## src/rtl/shift_sequencer_pkg.sv

```systemverilog
// Shared definitions for the shift sequencer: FSM state encoding and the
// derivation of the shift-amount width from the register width.
package shift_sequencer_pkg;

   typedef enum logic [1:0] {
      S_IDLE   = 2'd0,
      S_LOAD   = 2'd1,
      S_RUN    = 2'd2,
      S_SETTLE = 2'd3
   } seq_state_e;

   localparam int DEF_WIDTH = 8;

   // One extra bit so that an amount equal to WIDTH is representable.
   function automatic int amt_width(input int width);
      return $clog2(width) + 1;
   endfunction

endpackage

```

## src/rtl/pace_counter.sv

```systemverilog
// Reloadable down-counter with a terminal-count flag and a one-cycle lookahead
// of that flag, so that consumers can register pulses aligned with terminal count.
module pace_counter #(
   parameter int PACE = 1
) (
   input  logic clk,
   input  logic reset_n,
   input  logic load_i,
   input  logic en_i,
   output logic tc_o,
   output logic tc_next_o
);

   localparam int CW = (PACE > 1) ? $clog2(PACE) : 1;
   localparam logic [CW-1:0] RELOAD = CW'(PACE - 1);

   logic [CW-1:0] cnt_q;
   logic [CW-1:0] cnt_d;

   // Auto-reloads after reaching zero while enabled.
   always_comb begin
      cnt_d = cnt_q;
      if (load_i) begin
         cnt_d = RELOAD;
      end else if (en_i) begin
         cnt_d = (cnt_q == '0) ? RELOAD : cnt_q - CW'(1);
      end
   end

   always_ff @(posedge clk or negedge reset_n) begin
      if (!reset_n) begin
         cnt_q <= '0;
      end else begin
         cnt_q <= cnt_d;
      end
   end

   assign tc_o      = (cnt_q == '0);
   assign tc_next_o = (cnt_d == '0);

endmodule

```

## src/rtl/shift_sequencer.sv

```systemverilog
// Sequences load/shift controls for an external load/shift register: load a word,
// issue N paced right-shift pulses, then capture the register's output.
module shift_sequencer
   import shift_sequencer_pkg::*;
#(
   parameter int WIDTH = DEF_WIDTH,
   parameter int PACE  = 1,
   parameter int AMT_W = amt_width(WIDTH)
) (
   input  logic             clk,
   input  logic             reset_n,
   input  logic             start,
   input  logic [WIDTH-1:0] data_in,
   input  logic [AMT_W-1:0] amount,
   input  logic             asr_in,
   input  logic [WIDTH-1:0] q_in,
   output logic [WIDTH-1:0] load_val,
   output logic             load_n,
   output logic             shift,
   output logic             asr,
   output logic             busy,
   output logic             done,
   output logic [WIDTH-1:0] result
);

   seq_state_e       state_q;
   seq_state_e       state_d;
   logic [AMT_W-1:0] rem_q;
   logic [AMT_W-1:0] amt_sat;
   logic             pace_load;
   logic             pace_en;
   logic             pace_tc;
   logic             pace_tc_next;

   assign amt_sat = (amount > AMT_W'(WIDTH)) ? AMT_W'(WIDTH) : amount;

   pace_counter #(.PACE(PACE)) u_pace (
      .clk       (clk),
      .reset_n   (reset_n),
      .load_i    (pace_load),
      .en_i      (pace_en),
      .tc_o      (pace_tc),
      .tc_next_o (pace_tc_next)
   );

   always_comb begin
      state_d   = state_q;
      pace_load = 1'b0;
      pace_en   = 1'b0;
      case (state_q)
         S_IDLE:   if (start) state_d = S_LOAD;
         S_LOAD: begin
            pace_load = 1'b1;
            state_d   = (rem_q != '0) ? S_RUN : S_SETTLE;
         end
         S_RUN: begin
            pace_en = 1'b1;
            if (pace_tc && rem_q == AMT_W'(1)) state_d = S_SETTLE;
         end
         default:  state_d = S_IDLE;
      endcase
   end

   // Outputs are computed from next state so each is a plain flop.
   always_ff @(posedge clk or negedge reset_n) begin
      if (!reset_n) begin
         state_q  <= S_IDLE;
         rem_q    <= '0;
         load_val <= '0;
         load_n   <= 1'b1;
         shift    <= 1'b0;
         asr      <= 1'b0;
         busy     <= 1'b0;
         done     <= 1'b0;
         result   <= '0;
      end else begin
         state_q <= state_d;
         load_n  <= (state_d != S_LOAD);
         shift   <= (state_d == S_RUN) && pace_tc_next;
         busy    <= (state_d != S_IDLE);
         done    <= (state_q == S_SETTLE);
         if (state_q == S_IDLE && start) begin
            load_val <= data_in;
            asr      <= asr_in;
            rem_q    <= amt_sat;
         end else if (state_q == S_RUN && pace_tc) begin
            rem_q <= rem_q - AMT_W'(1);
         end
         if (state_q == S_SETTLE) begin
            result <= q_in;
         end
      end
   end

endmodule

```

## config.mk

```make
export PLATFORM = sky130hd
export DESIGN_NAME = shift_sequencer
export DESIGN_NICKNAME = d
export VERILOG_FILES = /design/src/rtl/shift_sequencer_pkg.sv /design/src/rtl/pace_counter.sv /design/src/rtl/shift_sequencer.sv
export SDC_FILE = /design/constraint.sdc
export NUM_CORES = 1
export LEC_CHECK = 0
export ABC_CLOCK_PERIOD_IN_PS = 1400
export CAP_MARGIN = 20
export CORE_UTILIZATION = 50
export CTS_BUF_LIST = sky130_fd_sc_hd__clkbuf_8
export CTS_CLUSTER_SIZE = 40
export DETAILED_ROUTE_END_ITERATION = 7
export DONT_BUFFER_PORTS = 1
export PLACE_DENSITY = 0.71
export SYNTH_ARGS = -nofsm -noshare
export SYNTH_HDL_FRONTEND = slang
export SYNTH_SLANG_ARGS = --single-unit
```

## constraint.sdc

```tcl
create_clock -name clk -period 1.4 [get_ports clk]
set_input_delay 0 -clock clk [delete_from_list [all_inputs] [get_ports clk]]
set_output_delay 0 -clock clk [all_outputs]
set_load 0.02 [all_outputs]
```

Word-level counts from Yosys, hierarchy flattened
Index checks and enable logic that the tools add are counted.
{ "classes": {"muxes": 12, "magnitude_cmp": 1, "eq_ne": 6, "add_sub_neg": 2, "bitwise_logic": 2, "reduce_logical": 8} }
{ "op_table": {"columns": ["operator", "count"], "rows": [
  ["4-bit two-way mux", 3],
  ["2-bit equality test, second input constant", 3],
  ["1-bit two-way mux", 6],
  ["2-bit one-hot mux with 3 select lines", 1],
  ["4-bit by 1-bit equality test with 1-bit output, second input constant", 1],
  ["4-bit greater-than comparator, second input constant", 1],
  ["1-bit logical AND", 4],
  ["2-bit two-way mux", 2],
  ["2-bit nonzero test", 2],
  ["4-bit nonzero test", 1],
  ["4-bit by 1-bit subtractor with 4-bit output, second input constant", 1],
  ["2-bit by 1-bit equality test with 1-bit output, second input constant", 1],
  ["2-bit logical NOT", 1],
  ["2-bit by 1-bit inequality test with 1-bit output, second input constant", 1],
  ["1-bit NOT", 2],
  ["1-bit subtractor, second input constant", 1]
]} }
{ "word_totals": {"out_inout_bits": 21, "register_bits": 28, "word_cells": 41} }

Longest topological paths before layout
Gate-level depths: netlist of run 1.
{ "depth": {"word_depth": 6, "ltp_mapped": 6, "depth_no_buf": 5} }

Hierarchy
A second synthesis of run 1 with hierarchy kept.
{ "unflattened": {"hier_cells": 92, "area_unflattened_um2": 1219.9} }
{ "by_module_without_submodules": {"columns": ["module", "cells_each", "area_each_um2", "instances"], "rows": [
  ["shift_sequencer", 88, 1174.9, 1],
  ["pace_counter", 4, 45.0, 1]
]} }

Least setup slack after synthesis of run 1
OpenSTA, ideal clock, no wires.
{ "synth_path": {"path_kind": "register to register", "startpoint": "register state_q[0]", "endpoint": "register rem_q[3]", "stages_incl_launch_ff": 6, "synth_period_minus_slack_ps": 1456, "setup_time_ps": 87, "arrival_ps": 1369, "n_path_buf": 0, "path_slack_ps": -56, "required_ps": 1313, "path_cell_list": "dfrtp_1 inv_1 ha_1 nand2b_1 or4b_1 o211ai_1"} }
{ "synth_via": {"elab_chain_len": 3, "word_cells_on_any_way": 6} }
{ "synth_lines": {"columns": ["element", "line", "source"], "rows": [
  ["from (decl)", "shift_sequencer.sv:26", "seq_state_e state_q;"],
  ["from (signal assigned)", "shift_sequencer.sv:77", "state_q <= state_d;"],
  ["2-bit equality test or 2-bit logical NOT (tied branches)", "shift_sequencer.sv:86, shift_sequencer.sv:82", null],
  ["1-bit logical AND, on equally long branches", "shift_sequencer.sv:86, shift_sequencer.sv:82", null],
  ["2-bit nonzero test (no line) or 4-bit two-way mux (tied branches)", null, null],
  ["to (signal assigned)", "shift_sequencer.sv:85", "rem_q <= amt_sat;"],
  ["to (signal assigned)", "shift_sequencer.sv:87", "rem_q <= rem_q - AMT_W'(1);"],
  ["to (decl)", "shift_sequencer.sv:28", "logic [AMT_W-1:0] rem_q;"]
]} }
Several ways; a longest one is shown, not always the timed one.
A chain may end at the register's enable or synchronous reset.

Worst setup path after layout of run 1
{ "layout_path": {"startpoint": "register rem_q[2]", "endpoint": "register rem_q[3]"} }
{ "layout_via": {"elab_chain_len": 3} }
{ "layout_lines": {"columns": ["element", "line", "source"], "rows": [
  ["4-bit by 1-bit subtractor with 4-bit output", "shift_sequencer.sv:87", null],
  ["4-bit two-way mux", "shift_sequencer.sv:86", "end else if (state_q == S_RUN && pace_tc) begin"],
  ["4-bit two-way mux", "shift_sequencer.sv:82", "if (state_q == S_IDLE && start) begin"]
]} }
No other way between the ends. The select of a mux whose other input is x is not followed.

==> results of run 1 <==
==> logic make-up after synthesis <==
| group | Yosys count | synth area share [%] |
|---|---|---|
| AOI/OAI and AO/OA | 16 | 8.52 |
| muxes | 18 | 16.8 |
| xor gates and xnor gates | 1 | 0.727 |
| adders and majority gates | 6 | 6.23 |
| buffers and inverters | 8 | 3.11 |
| and+or+nand+nor | 12 | 6.34 |
| DFF | 28 | 58.3 |
==> Yosys cell counts, types with 2 or more instances <==
| library cell | instances | area (um^2) |
|---|---|---|
| mux2_2 | 18 | 203 |
| ha_1 | 6 | 75.1 |
| o211ai_1 | 3 | 22.5 |
| nand2b_1 | 2 | 12.5 |
| nand2_1 | 2 | 7.51 |
| a21oi_1 | 6 | 30.0 |
| dfrtp_1 | 27 | 676 |
| inv_1 | 6 | 22.5 |
| o21ai_0 | 3 | 15.0 |
==> repair_timing <==
item | in CTS | in global routing
endpoints found under the hold margin | 49 | 0
endpoints found under the setup margin | 19 | 21
pin swaps | 2 | 5
buffers inserted | 1 | 2
hold buffers | 24 | 0
gates resized for setup | 6 | 9
gates cloned | 0 | 1
==> layer usage <==
layer / track usage [%] / wire, um
met4: 6.94 / 25
met2: 35.7 / 1440
met1: 25.7 / 1150
met3: 6.25 / 134
met5: 0 / 0
==> flip-flops by register name, indices dropped and copies added, names as in the netlist <==
register,cells
load_val,8
result,8
rem_q,4
state_q,2
asr,1
busy,1
done,1
load_n,1
shift,1
u_pace.cnt_q,1
==> worst min-delay path, stage by stage <==
cell	delay, ps
o21ai_0	80
o31a_4	140
a21oi_1	110
==> stage by stage <==
stage	utilization [%]	std cells
floorplan	-	89
global placement	59.3	123
detailed placement	59.3	123
CTS	73.8	152
global route	77.4	155
finish	77.4	155
==> report_power, final <==
group          leakage, uW  switching [uW]  internal [uW]
Sequential        0.000331             677           1210
Combinational     0.000405             674            919
Clock            0.0000288             223            251
==> how the worst max path moves through the flow <==
stage / from / endpoint / depth (start not counted)
final: rem_q[2] / rem_q[3] / 3
after floorplan: state_q[0] / rem_q[3] / 5
after global routing: state_q[0] / rem_q[3] / 5
after global placement: state_q[0] / rem_q[3] / 5
after detailed placement: state_q[0] / rem_q[3] / 5
after CTS: rem_q[2] / rem_q[3] / 3
==> layout make-up <==
class,instances,area (um^2)
timing repair buffer,36,370
inverter,6,22.5
clock buffer,4,55.1
fill,130,505
tap,28,35.0
multi-input combinational,53,542
sequential,28,703
==> results.toml, run 1 <==
[status]
status = "finished with violations"
violations = "negative setup slack"

[routing]
drtPass1Iterations = 4
drt_iter0_markers = 12
routedWlPerCell_um = 17.7
ant_nets = 0
drc_errors = 0
vias_per_cell = 5.45
drt_wl_total_um = 2740
vias = 844

[critical_path]
crit_family = "simple AND/OR/NAND/NOR gates"
crit_path_max_fanout = 3
reg2reg_from = "rem_q[2]"
r2r_slack_ps = -70
start_kind = "register"
cp_slowest_stage_delay_ps = 480
ff2ff_path_depth = 3
critPathKind = "reg2reg"
r2r_end = "rem_q[3]"
critPathSlowestCell = "or4b_1"
cp.arrival_ps = 1650
path_cells = "or3_1, or4b_1, o211ai_1"
required_ps = 1580
cp_num_buf_inv = 0
endpoint_kind = "register"

[global_routing]
grt.overflow.total = 0
grt_max_degree = 29
grt.total_usage_pct = 21.1
grt_pass1_wl_um = 3860
grt_pass1_vias = 833
antenna_found_initial = 0

[sta]
relSlewSlack_pct = 82.8
clock_skew_ps = 1.89
hold_slack_ps = 102
setup_viol = 7
tightest_slew_ps = 258
min_period_over_period_pct = 105
tns_ps = -177
report.final.slew_viol_count = 0
layout_min_cycle_time_ps = 1470
rsz0062_at_grt = "true"
max_freq_mhz = 681
setup_ws_ps = -67.5
finalHoldViolations = 0

[synth]
syn_area_um2 = 1200
yosys_register_bits = 28
synth_edf_count = 0
synth.distinct_cells = 25
avgSynthCellArea_um2 = 13.5
synthCells = 89
synthArstFlopShare_pct = 100
syn_nets = 119
yosys_warnings = 0
seq_area_frac_synth_pct = 58.3
ys.flop_type = "dfrtp_1"

[min_path]
min_from = "start"
min_path_cells = 3
holdPathEnd = "state_q[0]"
hold_path_class = "in2reg"

[layout]
drive_gt1_share_pct = 40.9
final_common_cell = "dfrtp_1"
final_area_um2 = 1730
layout_common_cells = "dfrtp_1 (26), dlygate4sd3_1 (23), mux2_2 (18), buf_4 (10), a21oi_1 (6)"
fin_nets = 158
diodes = 0
areaGrowthSynthToFinish_pct = 43.4

[power]
p_leak_uw = 0.000765
ir_drop_uv = 1920
p_per_area_nw_per_um2 = 2290
power_uw = 3960

[clock_tree]
cts_made_buffers = 3
cts.sinks = 28
root_buffer = "clkbuf_8"
cts_tree = "built"
clk_pin_slew_ps = 90
clock_latency_ps = 260
max-clock-path-buffers = 2
cts.htree.levels = 1

[place]
portBuffers = 0
dp_slack_ps = -47.2
gp_congestion = 0.821
dp_hpwl_um = 1540
dpl_cell_area_um2 = 1330

[floorplan]
io-pin-count = 45
die_h_um = 51.1
die_area_um2 = 2610
core_area_um2 = 2230
initial_utilization_pct = 53.9
rows = 17
die_w_um = 51.1

[job]
cap_viol_max_count = 0
Note: power is estimated with default switching activity, not from simulation.
==> run 2: changes to the inputs <==
--- a/config.mk
+++ b/config.mk
@@ -7,12 +7,12 @@
 export LEC_CHECK = 0
 export ABC_CLOCK_PERIOD_IN_PS = 1400
 export CAP_MARGIN = 20
-export CORE_UTILIZATION = 50
+export CORE_UTILIZATION = 58
 export CTS_BUF_LIST = sky130_fd_sc_hd__clkbuf_8
 export CTS_CLUSTER_SIZE = 40
 export DETAILED_ROUTE_END_ITERATION = 7
 export DONT_BUFFER_PORTS = 1
-export PLACE_DENSITY = 0.71
+export PLACE_DENSITY = 0.79
 export SYNTH_ARGS = -nofsm -noshare
 export SYNTH_HDL_FRONTEND = slang
 export SYNTH_SLANG_ARGS = --single-unit
==> run 2 against run 1 <==
Compared with the run above: the run still ends with negative setup slack left; highest routed layer unchanged; maximum frequency up 0.20%; critical path type unchanged; clock power up 3%; die area down 13%; wire length down 2.7%; largest cell class unchanged; largest power group unchanged.
==> results.toml, run 2 (synthesis gave the netlist of run 1 again) <==
[clock_tree]
max-clock-path-buffers = 2
root_buffer = "clkbuf_8"
clk_pin_slew_ps = 80
cts.htree.levels = 1
cts.sinks = 28
cts_made_buffers = 3
cts_tree = "built"
clock_latency_ps = 270

[routing]
drt_wl_total_um = 2670
vias_per_cell = 5.61
drtPass1Iterations = 4
drt_iter0_markers = 4
drc_errors = 0
ant_nets = 0
routedWlPerCell_um = 17.7
vias = 847

[layout]
fin_nets = 155
diodes = 0
reg_top3 = "load_val x8, result x8, rem_q x4"
post-route-util_pct = 87.5
fillerInstances = 94
final_common_cell = "dfrtp_1"
areaGrowthSynthToFinish_pct = 42.5
layout_common_cells = "dfrtp_1 (26), dlygate4sd3_1 (22), mux2_2 (17), buf_4 (6), a21oi_1 (5)"
drive_gt1_share_pct = 41.9
final_area_um2 = 1720

[status]
status = "finished with violations"
violations = "negative setup slack"

[global_routing]
grt.total_usage_pct = 23.6
grt_max_degree = 29
grt_pass1_vias = 780
antenna_found_initial = 0
grt.overflow.total = 0
grt_pass1_wl_um = 3570

[floorplan]
die_h_um = 47.6
initial_utilization_pct = 61.4
die_area_um2 = 2260
io-pin-count = 45
core_area_um2 = 1960
die_w_um = 47.6
rows = 16

[sta]
tightest_slew_ps = 329
rsz0062_at_grt = "true"
setup_ws_ps = -64.6
layout_min_cycle_time_ps = 1460
report.final.slew_viol_count = 0
min_period_over_period_pct = 105
relSlewSlack_pct = 77.8
clock_skew_ps = 4.50
setup_viol = 3
finalHoldViolations = 0
max_freq_mhz = 683

[critical_path]
critPathKind = "reg2reg"
cp.arrival_ps = 1660
crit_path_max_fanout = 2
required_ps = 1590
start_kind = "register"
endpoint_kind = "register"

[power]
ir_drop_uv = 1580
power_uw = 4000
p_per_area_nw_per_um2 = 2330
p_leak_uw = 0.000744

[place]
dp_hpwl_um = 1530
dpl_cell_area_um2 = 1320
dp_slack_ps = -85.1
gp_congestion = 0.830
portBuffers = 0

[min_path]
hold_path_class = "in2reg"

[job]
cap_viol_max_count = 0
-- run 2: changes by cell type in the layout (fill, tap and decap cells not counted), sizes merged --
cell,change
clkbuf,-1
dlygate4sd3,-1
buf,-1
-- run 2: final timing paths --
check	from	endpoint	slack [ps]	cells past startpoint
setup / recovery	rem_q[1]	rem_q[3]	-60	3
setup reg to reg	rem_q[1]	rem_q[3]	-60	3
max in group asynchronous	reset_n	load_n	1020	2
hold reg to reg	rem_q[0]	rem_q[0]	620	2
hold / removal	start	rem_q[0]	30	3
min in group asynchronous	reset_n	u_pace.cnt_q	150	2
-- run 2: power by group --
part           switching (uW)  total [uW]  internal (uW)
Sequential                665        1880           1210
Clock                     235         487            252
Combinational             700        1640            939
Total                    1600        4000           2400
-- run 2: critical path, stage by stage (launching register included) --
cell	delay, ps
dfrtp_1	400
or3_4	390
or4b_1	500
o211ai_1	100
-- run 2: area by class of cell --
type | instances | area [um^2] | share of cell area [%]
clock buffers | 4 | 55.1 | 3.21
flip-flops and latches | 28 | 703 | 41.0
well taps | 27 | 33.8 | 1.97
repair buffers | 33 | 339 | 19.8
multi-input cells | 53 | 563 | 32.8
inverters | 6 | 22.5 | 1.31
-- run 2: stage by stage --
step	cells	hold slack (ps)	TNS [ps]
final	151	28.7	-99.1
after global routing	151	40.0	-318
after CTS	149	12.3	-96.7
after floorplan	89	-296	-4.83
after global placement	121	-295	-32.5
after detailed placement	121	-295	-865
-- run 2: layer usage --
layer	part of all wire, %	track usage (%)	vias up
met4	1.8	9.44	0
met5	0	0	-
met3	4.4	6.42	7
met1	39	28.5	422
li1	-	-	386
met2	55	40.3	32
-- run 2: what timing repair did --
item                                   in CTS  in global routing
cloned                                      0                  0
setup endpoints to repair                  22                 14
gates resized for setup                    10                 11
pin swaps                                   4                  2
hold buffers                               23                  0
buffers inserted                            1                  2
endpoints found under the hold margin      49                  0
